File: src/rtl/alu_pkg.sv
// Shared definitions for the registered ALU: opcodes, FSM states and the
// per-opcode rule for which flags an operation updates.
`timescale 1ns/1ps
package alu_pkg;

  localparam logic [3:0] OP_ADD  = 4'b0000;
  localparam logic [3:0] OP_ADDZ = 4'b0001;
  localparam logic [3:0] OP_SUB  = 4'b0010;
  localparam logic [3:0] OP_AND  = 4'b0011;
  localparam logic [3:0] OP_NOR  = 4'b0100;
  localparam logic [3:0] OP_SLL  = 4'b0101;
  localparam logic [3:0] OP_SRL  = 4'b0110;
  localparam logic [3:0] OP_SRA  = 4'b0111;
  localparam logic [3:0] OP_MUL  = 4'b1000;
  localparam logic [3:0] OP_LHB  = 4'b1010;
  localparam logic [3:0] OP_LLB  = 4'b1011;

  typedef enum logic {
    ST_IDLE = 1'b0,
    ST_MUL  = 1'b1
  } state_e;

  typedef enum logic [1:0] {
    FM_ALL    = 2'd0,
    FM_Z_ONLY = 2'd1,
    FM_NONE   = 2'd2
  } flag_mask_e;

  function automatic flag_mask_e flag_mask(input logic [3:0] op);
    case (op)
      OP_ADD, OP_ADDZ, OP_SUB, OP_MUL:         return FM_ALL;
      OP_AND, OP_NOR, OP_SLL, OP_SRL, OP_SRA:  return FM_Z_ONLY;
      default:                                 return FM_NONE;
    endcase
  endfunction

endpackage

File: src/rtl/alu_pipe_if.sv
// Issue/result bundle between the register-read stage, the ALU and writeback.
// Handshake: an op transfers on a rising edge where in_valid && in_ready; out_valid is a one-cycle pulse with no backpressure.
`timescale 1ns/1ps
interface alu_pipe_if #(
  parameter int WIDTH = 16
);
  localparam int SHW = $clog2(WIDTH);

  logic             in_valid;
  logic             in_ready;
  logic [3:0]       op;
  logic [WIDTH-1:0] src0;
  logic [WIDTH-1:0] src1;
  logic [SHW-1:0]   shamt;
  logic             out_valid;
  logic [WIDTH-1:0] dst;
  logic             wb_en;
  logic             ov;
  logic             zr;
  logic             neg;

  modport master (
    output in_valid, op, src0, src1, shamt,
    input  in_ready, out_valid, dst, wb_en, ov, zr, neg
  );

  modport slave (
    input  in_valid, op, src0, src1, shamt,
    output in_ready, out_valid, dst, wb_en, ov, zr, neg
  );
endinterface

File: src/rtl/alu_mul_seq.sv
// Unsigned WIDTH x WIDTH shift-add multiplier, one partial product per cycle.
// done/product describe the step being completed on the current edge.
`timescale 1ns/1ps
module alu_mul_seq #(
  parameter int WIDTH = 16
) (
  input  logic                 clk,
  input  logic                 rst,
  input  logic                 start,
  input  logic [WIDTH-1:0]     a,
  input  logic [WIDTH-1:0]     b,
  output logic                 done,
  output logic [2*WIDTH-1:0]   product
);
  localparam int CW = $clog2(WIDTH);
  localparam logic [CW-1:0] CNT_LAST = CW'(WIDTH - 1);

  logic               busy;
  logic [CW-1:0]      cnt;
  logic [2*WIDTH-1:0] acc;
  logic [2*WIDTH-1:0] mcand;
  logic [WIDTH-1:0]   mplier;
  logic [2*WIDTH-1:0] step_acc;

  assign step_acc = acc + (mplier[0] ? mcand : '0);
  assign product  = step_acc;
  assign done     = busy && (cnt == CNT_LAST);

  always_ff @(posedge clk) begin
    if (rst) begin
      busy   <= 1'b0;
      cnt    <= '0;
      acc    <= '0;
      mcand  <= '0;
      mplier <= '0;
    end else if (start) begin
      busy   <= 1'b1;
      cnt    <= '0;
      acc    <= '0;
      mcand  <= {{WIDTH{1'b0}}, a};
      mplier <= b;
    end else if (busy) begin
      acc    <= step_acc;
      mcand  <= mcand << 1;
      mplier <= mplier >> 1;
      cnt    <= cnt + 1'b1;
      if (done) busy <= 1'b0;
    end
  end
endmodule

File: src/rtl/alu_pipe.sv
// Registered WIDTH-bit ALU with saturating add/sub/mul, persistent flags,
// conditional ADDZ and a sequential signed multiply.
`timescale 1ns/1ps
module alu_pipe
  import alu_pkg::*;
#(
  parameter int WIDTH = 16
) (
  input  logic         clk,
  input  logic         rst,
  alu_pipe_if.slave    bus,
  output state_e       dbg_state
);
  localparam int H = WIDTH / 2;
  localparam logic [WIDTH-1:0] MAX_POS = {1'b0, {(WIDTH-1){1'b1}}};
  localparam logic [WIDTH-1:0] MAX_NEG = {1'b1, {(WIDTH-1){1'b0}}};

  state_e             state;
  logic               mul_sign;
  logic               mul_start;
  logic               mul_done;
  logic [2*WIDTH-1:0] mul_mag;
  logic [WIDTH-1:0]   abs0, abs1;
  logic               mul_ovf;
  logic [WIDTH-1:0]   mul_res;

  logic [WIDTH-1:0]   sum, diff, sra_res;
  logic               add_ovf, sub_ovf;
  logic [WIDTH-1:0]   res;
  logic               res_ov, res_wb;
  flag_mask_e         res_mask;

  assign bus.in_ready = (state == ST_IDLE);
  assign dbg_state    = state;

  assign sum     = bus.src0 + bus.src1;
  assign diff    = bus.src0 - bus.src1;
  assign add_ovf = (bus.src0[WIDTH-1] == bus.src1[WIDTH-1]) && (sum[WIDTH-1]  != bus.src0[WIDTH-1]);
  assign sub_ovf = (bus.src0[WIDTH-1] != bus.src1[WIDTH-1]) && (diff[WIDTH-1] != bus.src0[WIDTH-1]);
  assign sra_res = $signed(bus.src0) >>> bus.shamt;

  always_comb begin
    res      = '0;
    res_ov   = 1'b0;
    res_wb   = 1'b1;
    res_mask = flag_mask(bus.op);
    case (bus.op)
      OP_ADD: begin
        res    = add_ovf ? (bus.src0[WIDTH-1] ? MAX_NEG : MAX_POS) : sum;
        res_ov = add_ovf;
      end
      OP_ADDZ: begin
        // Taken only when the previous op left zr set; otherwise a write-less pulse.
        if (bus.zr) begin
          res    = add_ovf ? (bus.src0[WIDTH-1] ? MAX_NEG : MAX_POS) : sum;
          res_ov = add_ovf;
        end else begin
          res_wb   = 1'b0;
          res_mask = FM_NONE;
        end
      end
      OP_SUB: begin
        res    = sub_ovf ? (bus.src0[WIDTH-1] ? MAX_NEG : MAX_POS) : diff;
        res_ov = sub_ovf;
      end
      OP_AND: res = bus.src0 & bus.src1;
      OP_NOR: res = ~(bus.src0 | bus.src1);
      OP_SLL: res = bus.src0 << bus.shamt;
      OP_SRL: res = bus.src0 >> bus.shamt;
      OP_SRA: res = sra_res;
      OP_LHB: res = {bus.src1[H-1:0], bus.src0[H-1:0]};
      OP_LLB: res = {{H{bus.src1[H-1]}}, bus.src1[H-1:0]};
      default: res_wb = 1'b0;
    endcase
  end

  assign mul_start = (state == ST_IDLE) && bus.in_valid && (bus.op == OP_MUL);
  assign abs0      = bus.src0[WIDTH-1] ? -bus.src0 : bus.src0;
  assign abs1      = bus.src1[WIDTH-1] ? -bus.src1 : bus.src1;

  alu_mul_seq #(.WIDTH(WIDTH)) u_mul (
    .clk     (clk),
    .rst     (rst),
    .start   (mul_start),
    .a       (abs0),
    .b       (abs1),
    .done    (mul_done),
    .product (mul_mag)
  );

  // A negative product may reach exactly 2^(WIDTH-1) in magnitude; a positive one may not.
  always_comb begin
    if (mul_sign)
      mul_ovf = (mul_mag[2*WIDTH-1:WIDTH] != '0) || (mul_mag[WIDTH-1] && (mul_mag[WIDTH-2:0] != '0));
    else
      mul_ovf = (mul_mag[2*WIDTH-1:WIDTH-1] != '0);
    if (mul_ovf)
      mul_res = mul_sign ? MAX_NEG : MAX_POS;
    else
      mul_res = mul_sign ? -mul_mag[WIDTH-1:0] : mul_mag[WIDTH-1:0];
  end

  always_ff @(posedge clk) begin
    if (rst) begin
      state         <= ST_IDLE;
      mul_sign      <= 1'b0;
      bus.out_valid <= 1'b0;
      bus.dst       <= '0;
      bus.wb_en     <= 1'b0;
      bus.ov        <= 1'b0;
      bus.zr        <= 1'b0;
      bus.neg       <= 1'b0;
    end else begin
      bus.out_valid <= 1'b0;
      bus.wb_en     <= 1'b0;
      case (state)
        ST_IDLE: begin
          if (bus.in_valid) begin
            if (bus.op == OP_MUL) begin
              state    <= ST_MUL;
              mul_sign <= bus.src0[WIDTH-1] ^ bus.src1[WIDTH-1];
            end else begin
              bus.out_valid <= 1'b1;
              bus.dst       <= res;
              bus.wb_en     <= res_wb;
              case (res_mask)
                FM_ALL: begin
                  bus.ov  <= res_ov;
                  bus.zr  <= (res == '0);
                  bus.neg <= res[WIDTH-1];
                end
                FM_Z_ONLY: bus.zr <= (res == '0);
                default: ;
              endcase
            end
          end
        end
        ST_MUL: begin
          if (mul_done) begin
            state         <= ST_IDLE;
            bus.out_valid <= 1'b1;
            bus.dst       <= mul_res;
            bus.wb_en     <= 1'b1;
            bus.ov        <= mul_ovf;
            bus.zr        <= (mul_res == '0);
            bus.neg       <= mul_res[WIDTH-1];
          end
        end
        default: state <= ST_IDLE;
      endcase
    end
  end
endmodule
File: src/flat_wrapper.sv
// flat-port wrapper written by rule: the top's interface ports become plain ports
module alu_pipe_flat import alu_pkg::*;
#(
  parameter int WIDTH = 16
)
  (clk, rst, dbg_state, bus_in_valid, bus_op, bus_src0, bus_src1, bus_shamt, bus_in_ready, bus_out_valid, bus_dst, bus_wb_en, bus_ov, bus_zr, bus_neg);
  alu_pipe_if #(.WIDTH(WIDTH)) bus_i ();
  input  logic clk;
  input  logic rst;
  output state_e dbg_state;
  input wire logic [$bits(bus_i.in_valid)-1:0] bus_in_valid;
  input wire logic [$bits(bus_i.op)-1:0] bus_op;
  input wire logic [$bits(bus_i.src0)-1:0] bus_src0;
  input wire logic [$bits(bus_i.src1)-1:0] bus_src1;
  input wire logic [$bits(bus_i.shamt)-1:0] bus_shamt;
  output wire logic [$bits(bus_i.in_ready)-1:0] bus_in_ready;
  output wire logic [$bits(bus_i.out_valid)-1:0] bus_out_valid;
  output wire logic [$bits(bus_i.dst)-1:0] bus_dst;
  output wire logic [$bits(bus_i.wb_en)-1:0] bus_wb_en;
  output wire logic [$bits(bus_i.ov)-1:0] bus_ov;
  output wire logic [$bits(bus_i.zr)-1:0] bus_zr;
  output wire logic [$bits(bus_i.neg)-1:0] bus_neg;
  assign bus_i.in_valid = bus_in_valid;
  assign bus_i.op = bus_op;
  assign bus_i.src0 = bus_src0;
  assign bus_i.src1 = bus_src1;
  assign bus_i.shamt = bus_shamt;
  assign bus_in_ready = bus_i.in_ready;
  assign bus_out_valid = bus_i.out_valid;
  assign bus_dst = bus_i.dst;
  assign bus_wb_en = bus_i.wb_en;
  assign bus_ov = bus_i.ov;
  assign bus_zr = bus_i.zr;
  assign bus_neg = bus_i.neg;
  alu_pipe #(.WIDTH(WIDTH)) u_core (.clk(clk), .rst(rst), .bus(bus_i), .dbg_state(dbg_state));
endmodule
File: config.mk
export PLATFORM = sky130hd
export DESIGN_NAME = alu_pipe_flat
export DESIGN_NICKNAME = d
export VERILOG_FILES = /design/src/rtl/alu_pkg.sv /design/src/rtl/alu_pipe_if.sv /design/src/rtl/alu_mul_seq.sv /design/src/rtl/alu_pipe.sv /design/src/flat_wrapper.sv
export SDC_FILE = /design/constraint.sdc
export NUM_CORES = 1
export LEC_CHECK = 0
export CORE_MARGIN = 10
export CORE_UTILIZATION = 55
export CTS_CLUSTER_SIZE = 12
export DETAILED_ROUTE_END_ITERATION = 8
export GPL_TIMING_DRIVEN = 0
export PLACE_DENSITY_LB_ADDON = 0.25
export SYNTH_ARGS = -nofsm -noshare
export SYNTH_HDL_FRONTEND = slang
export SYNTH_SLANG_ARGS = --single-unit
File: constraint.sdc
create_clock -name clk -period 11.3 [get_ports clk]
set_clock_uncertainty 0.15 [all_clocks]
set_input_delay 3.39 -clock clk [delete_from_list [all_inputs] [get_ports clk]]
set_output_delay 3.39 -clock clk [all_outputs]
set_load 0.1 [all_outputs]
==> flow_summary.yaml, run 1 <==
outcome:
  outcome: "finished clean"
logic_synthesis:
  synth_nets: 1644
  synth_top_flop_cell: "dfxtp_1"
  post-synth-top-area-cell: "dfxtp_1"
  yosys_warnings: 0
  yosysSeqAreaShare: 0.186
  postSynthCellCount: 1514
  ys_seq_elements: 108
  avgSynthCellArea_um2: 7.66
  synthTopCellsByCount: "nor2_1 (164), nand2_1 (113), dfxtp_1 (108), a21oi_1 (102), clkbuf_1 (94)"
  syn_area_um2: 11600
  synth_edf_count: 0
  synth_async_sr_flop_share: 0
  synth_most_common_cell: "nor2_1"
  yosys.cell_types.count: 85
  yosysTopAreaCellShare: 0.186
  ys_top_cells_by_area: "dfxtp_1 (19%), ha_1 (8.8%), mux2i_1 (7.4%)"
cts:
  clockRootBuffer: "clkbuf_16"
  postCtsSetupRepairBufs: 0
  clockBufferDepth: 2
  clk_transition_reported_paths_ps: 80
  cts-htree-levels: 3
  numCtsBuffers: 9
  clk_latency_ps: 350
  cts_tree: "built"
  clock-sinks: 108
global_routing:
  grt_pass1_wl_um: 67600
  grt_pass1_vias: 11800
  grt_max_degree: 17
  overflow: 0
  track_usage: 0.317
  antenna_found_initial: 0
critical_path:
  crit_start: "bus_src0[4]"
  rrSetupSlack_ps: 5540
  required_ps: 11430
  cp-end-kind: "register"
  worstSetupPathType: "input port to register"
  start_kind: "input port"
  worstReg2RegStart: "u_core.u_mul.mplier[0]$_SDFFE_PP0P_"
  crit_end: "u_core.bus.zr$_SDFFE_PP0P_"
  cp_max_fo: 10
  reg2reg_depth: 15
  worstPathArrival_ps: 10930
  rr_endpoint: "u_core.bus.dst[9]$_SDFFE_PP0P_"
layout:
  nets: 1717
  antenna_cells: 0
  area_delta_synth_final_pct: 10.7
  instances_no_fill: 1866
  n_fill_cell: 2009
  fin_area_um2: 12800
  drive_above_1_share: 0.0515
routing:
  routed_wl_um: 44400
  final_antenna_net_count: 0
  drcViolationCount: 0
  first_pass_iters: 8
  drt_iter0_drc: 1555
  drt-vias-per-instance: 6.65
  drt-wirelength-per-cell_um: 23.8
  vias: 12400
floorplanning:
  coreArea_um2: 20900
  fp.dieW_um: 165
  die_area_um2: 27300
  num_io_pins: 66
  die_h_um: 165
  placementRows: 53
  start_util: 0.555
place:
  numPortBuffers: 62
  dp_hpwl_um: 35300
  gp_congestion: 1.02
  place_ws_ps: -107
  post_dp_cell_area_um2: 12600
  dp_cells: 1851
timing:
  min_period_over_period: 0.956
  fin_crit_ps: 10800
  fmax_mhz: 92.6
  setup_violations: 0
  rsz0062_at_grt: "no"
  worst_pin_slew_ps: 1190
  setup_ws_ps: 501
  fin_setup_tns_ps: 0
  max_slew_margin: 0.185
  slew_violations: 0
  finalHoldViolCount: 0
pwr:
  p_leak_nw: 4.85
  power_density_nw_per_um2: 82.6
  vdd_ir_drop_max_mv: 0.0629
hold_path:
  hp-class: "register to register"
flow_run:
  maxCapViolCount: 0
## layer usage
metal / track usage / up-vias / share of wire
met5: 0 / - / 0
met4: 0.153 / 0 / 0.052
met3: 0.0553 / 137 / 0.089
met2: 0.508 / 675 / 0.45
met1: 0.405 / 5871 / 0.41
li1: - / 5727 / -
## cell type report
class                           instances  area [um^2]  share of cell area
Sequential cell                       108         2160               0.168
Buffer                                110          445              0.0347
Tap cell                              275          344              0.0268
Clock inverter                          3         21.3             0.00166
Timing Repair Buffer                   62          621              0.0483
Multi-Input combinational cell       1230         8750               0.682
Clock buffer                           12          246              0.0192
Inverter                               66          248              0.0193
## where the power goes
| part | internal (W) | switching, W |
|---|---|---|
| clock | 0.000155 | 0.000146 |
| combinational | 0.000121 | 0.000243 |
| sequential | 0.000389 | 0.00000573 |
| total | 0.000666 | 0.000395 |
## worst max-delay path: stages
cell and delay [ps]:
clkdlybuf4s50_1 500, clkbuf_1 500, inv_1 210, ha_1 320, clkbuf_1 330, inv_1 140
o21ai_0 200, a21oi_1 110, a2111oi_0 640, o41ai_1 290, a21oi_1 310, nor2_1 70
o21bai_1 150, a21oi_1 90, nor2_1 120, fa_1 440, xnor2_1 170, nand2_1 280
o21ai_1 500, o21ai_0 340, nand4b_1 350, a221oi_2 590, nand2_1 100, a2111o_1 320
nor4_1 180, a32oi_1 140, o21ai_0 120
## flip-flops by register name, indices dropped and copies added, names as in the netlist
signal,cells
u_core.u_mul.cnt,4
u_core.bus.out_valid,1
u_core.bus.neg,1
u_core.u_mul.acc,32
u_core.bus.dst,16
u_core.u_mul.mcand,32
u_core.mul_sign,1
u_core.bus.wb_en,1
u_core.bus.ov,1
u_core.bus.zr,1
u_core.dbg_state,1
u_core.u_mul.mplier,16
u_core.u_mul.busy,1
## cells in the final DEF (no fill, tap or decap), drive strengths merged, types with 7 or more instances in the layout
| cell | Yosys | routed |
|---|---|---|
| a211oi | 63 | 63 |
| a21o | 18 | 18 |
| a21oi | 102 | 102 |
| a221oi | 10 | 10 |
| a222oi | 8 | 8 |
| a31oi | 13 | 13 |
| and2 | 36 | 36 |
| and3 | 13 | 13 |
| buf | 16 | 16 |
| clkbuf | 94 | 106 |
| clkdlybuf4s50 | 0 | 62 |
| dfxtp | 108 | 108 |
| ha | 82 | 82 |
| inv | 64 | 65 |
| mux2i | 86 | 86 |
| mux4 | 23 | 23 |
| nand2 | 113 | 113 |
| nand2b | 10 | 10 |
| nand3 | 36 | 36 |
| nand3b | 8 | 8 |
| nand4 | 26 | 26 |
| nor2 | 165 | 165 |
| nor2b | 9 | 9 |
| nor3 | 42 | 42 |
| nor4 | 12 | 12 |
| o211ai | 9 | 9 |
| o21ai | 90 | 90 |
| o21bai | 9 | 9 |
| o22ai | 7 | 7 |
| o31ai | 13 | 13 |
| o41ai | 8 | 8 |
| or2 | 10 | 10 |
| or3 | 9 | 9 |
| or4 | 8 | 8 |
| xnor2 | 71 | 71 |
| xor2 | 14 | 14 |
## stage by stage
stage / hold slack (ps) / total power (W) / util
final: 309 / 0.00106 / 0.615
after global routing: 336 / 0.00110 / 0.615
after CTS: 313 / 0.00105 / 0.614
after detailed placement: 302 / 0.000754 / 0.602
after global placement: 293 / 0.000753 / 0.602
after floorplan: 299 / 0.000637 / -
## how the worst min path moves through the flow
stage          cells past startpoint                              start                                end  slack (ps)
3_3_place_gp                       2    u_core.bus.dst[10]$_SDFFE_PP0P_    u_core.bus.dst[10]$_SDFFE_PP0P_         290
3_5_place_dp                       2     u_core.bus.dst[2]$_SDFFE_PP0P_     u_core.bus.dst[2]$_SDFFE_PP0P_         300
2_1_floorplan                      2  u_core.u_mul.acc[29]$_SDFFE_PP0P_  u_core.u_mul.acc[29]$_SDFFE_PP0P_         300
4_1_cts                            2     u_core.bus.dst[2]$_SDFFE_PP0P_     u_core.bus.dst[2]$_SDFFE_PP0P_         310
5_1_grt                            2    u_core.bus.dst[15]$_SDFFE_PP0P_    u_core.bus.dst[15]$_SDFFE_PP0P_         340
6_report                           2     u_core.bus.dst[2]$_SDFFE_PP0P_     u_core.bus.dst[2]$_SDFFE_PP0P_         310
## kinds of logic after synthesis
family                     synth area share
AOI/OAI and AO/OA                     0.253
muxes                                 0.123
xor gates and xnor gates             0.0661
adders and majority gates            0.0970
DFF                                   0.186
buffers and inverters                0.0597
and+or+nand+nor                       0.216
## what timing repair did
action,4_1_cts,5_1_grt
gates resized for setup,0,2
hold buffers,0,0
endpoints found under the setup margin,0,2
No activity file was read; power rests on OpenSTA's default activity.
==> run 2, diff against run 1 <==
CORE_UTILIZATION = 50   (was 55)
==> run 2 against run 1 <==
Sequential cell count unchanged. Maximum frequency decreased by 1.5%. Die area increased by 8.8%. Critical path depth unchanged. Wire length decreased by 0.49%. Sequential power about the same. Combinational power about the same. Non-clock buffer count unchanged. Setup slack got worse by 160 ps. Worst hold slack got worse by 1.4 ps. Largest power group unchanged.
==> flow_summary.yaml, run 2 (synthesized netlist as in run 1, its figures left out) <==
outcome:
  outcome: "finished clean"
global_routing:
  grt_pass1_wl_um: 67300
  track_usage: 0.293
  use_met3: 0.0449
  overflow: 0
  grt_most_used_layer: "met2"
  grt_pass1_vias: 11500
  grt_max_degree: 23
  antenna_found_initial: 0
  met2_usage: 0.483
  grt_util_met1: 0.369
routing:
  drcViolationCount: 0
  routed_wl_um: 44200
  drt-wirelength-per-cell_um: 23.6
  drt-vias-per-instance: 6.52
  first_pass_iters: 7
  final_antenna_net_count: 0
  vias: 12200
  drt_iter0_drc: 1357
floorplanning:
  die_h_um: 172
  coreArea_um2: 22700
  placementRows: 55
  start_util: 0.511
  num_io_pins: 66
  die_area_um2: 29700
  fp.dieW_um: 172
timing:
  worst_pin_slew_ps: 1250
  max_slew_margin: 0.142
  setup_violations: 0
  fin_crit_ps: 10960
  setup_ws_ps: 337
  slew_violations: 0
  min_period_over_period: 0.970
  whs_ps: 308
  fmax_mhz: 91.2
  finalHoldViolCount: 0
  rsz0062_at_grt: "no"
critical_path:
  required_ps: 11440
  cp-end-kind: "register"
  slowest_delay_ps: 630
  crit_buf_inv: 5
  cp_max_fo: 10
  start_kind: "input port"
  cpMaxStageDelayCell: "o21ai_1"
  crit_family: "compound AO/OA/AOI/OAI gates"
  worstSetupPathType: "input port to register"
  rrSetupSlack_ps: 5720
  worstPathArrival_ps: 11100
layout:
  layout_commonest_cell: "nor2_1"
  area_delta_synth_final_pct: 11.2
  fin_area_um2: 12900
  final_util: 0.568
  seq_area_um2: 2160
  antenna_cells: 0
  n_fill_cell: 2186
  drive_above_1_share: 0.0534
  multi_input_area_um2: 8760
  largestRegisters: "u_core.u_mul.acc x32, u_core.u_mul.mcand x32"
  final_cell_mix: "nor2_1 (164), nand2_1 (113), dfxtp_1 (108), a21oi_1 (102), clkbuf_1 (94)"
  nets: 1717
cts:
  clock-sinks: 108
  clk_latency_ps: 370
  cts-htree-levels: 3
  numCtsBuffers: 9
  clockBufferDepth: 2
  clk_transition_reported_paths_ps: 80
  holdBufCountCts: 0
  clockRootBuffer: "clkbuf_16"
  cts_tree: "built"
pwr:
  p_comb_frac: 0.336
  vdd_ir_drop_max_mv: 0.0667
  sw_frac_of_total: 0.385
  switching_power_w: 0.000420
  power_frac_seq: 0.362
  p_leak_nw: 4.88
  power_w: 0.00109
  p_clk_frac: 0.303
  p_int_w: 0.000670
  power_density_nw_per_um2: 84.5
place:
  numPortBuffers: 62
  gp_congestion: 1.12
  post_dp_cell_area_um2: 12600
  place_ws_ps: -530
  dp_hpwl_um: 35500
flow_run:
  maxCapViolCount: 0
hold_path:
  hp-class: "register to register"
-- run 2: final timing paths --
check / start / to / depth (start not counted)
min: u_core.bus.dst[10]$_SDFFE_PP0P_ / u_core.bus.dst[10]$_SDFFE_PP0P_ / 2
min reg2reg: u_core.bus.dst[10]$_SDFFE_PP0P_ / u_core.bus.dst[10]$_SDFFE_PP0P_ / 2
max: bus_src0[4] / u_core.bus.zr$_SDFFE_PP0P_ / 27
max reg2reg: u_core.u_mul.mplier[0]$_SDFFE_PP0P_ / u_core.bus.dst[9]$_SDFFE_PP0P_ / 15
-- run 2: per-layer routing --
layer	routed length [um]	vias to the layer above
met5	0	-
met4	2010	0
met3	3120	97
met2	20500	550
met1	18600	5865
li1	-	5720
-- run 2: through the flow --
| stage | TNS (ps) | std cells |
|---|---|---|
| 3_5_place_dp | -769 | 1861 |
| 5_1_grt | 0 | 1877 |
| 6_report | 0 | 1877 |
| 4_1_cts | 0 | 1877 |
| 3_3_place_gp | -622 | 1861 |
| 2_1_floorplan | 0 | 1514 |
-- run 2: timing repair --
item	CTS	global route
setup buffers	0	0
gates resized for setup	1	2
setup endpoints to repair	1	2
-- run 2: layout make-up --
class | instances | share of cell area
sequential | 108 | 0.168
clock buffer | 9 | 0.0175
multi-input combinational | 1230 | 0.679
buffer | 110 | 0.0345
clock inverter | 7 | 0.00669
timing repair buffer | 62 | 0.0481
tap | 285 | 0.0276
inverter | 66 | 0.0192
-- run 2: worst register-to-register path, stage by stage, from the launching register on --
cell	delay, ps
dfxtp_1	380
clkbuf_1	190
and2_1	170
ha_1	230
fa_1	470
a211oi_1	470
o21ai_1	250
a31o_2	320
o41ai_1	430
nor2_1	130
nor4b_1	360
nand4_1	320
nor4_1	710
o21ai_0	370
a221oi_1	410
o31ai_1	120
-- run 2: power by group through the flow --
stage / clock, W / sequential, W / combinational, W
6_report: 0.000330 / 0.000394 / 0.000366
5_1_grt: 0.000347 / 0.000395 / 0.000387
4_1_cts: 0.000331 / 0.000394 / 0.000356
3_5_place_dp: 0 / 0.000403 / 0.000355
3_3_place_gp: 0 / 0.000403 / 0.000355
2_1_floorplan: 0 / 0.000440 / 0.000197
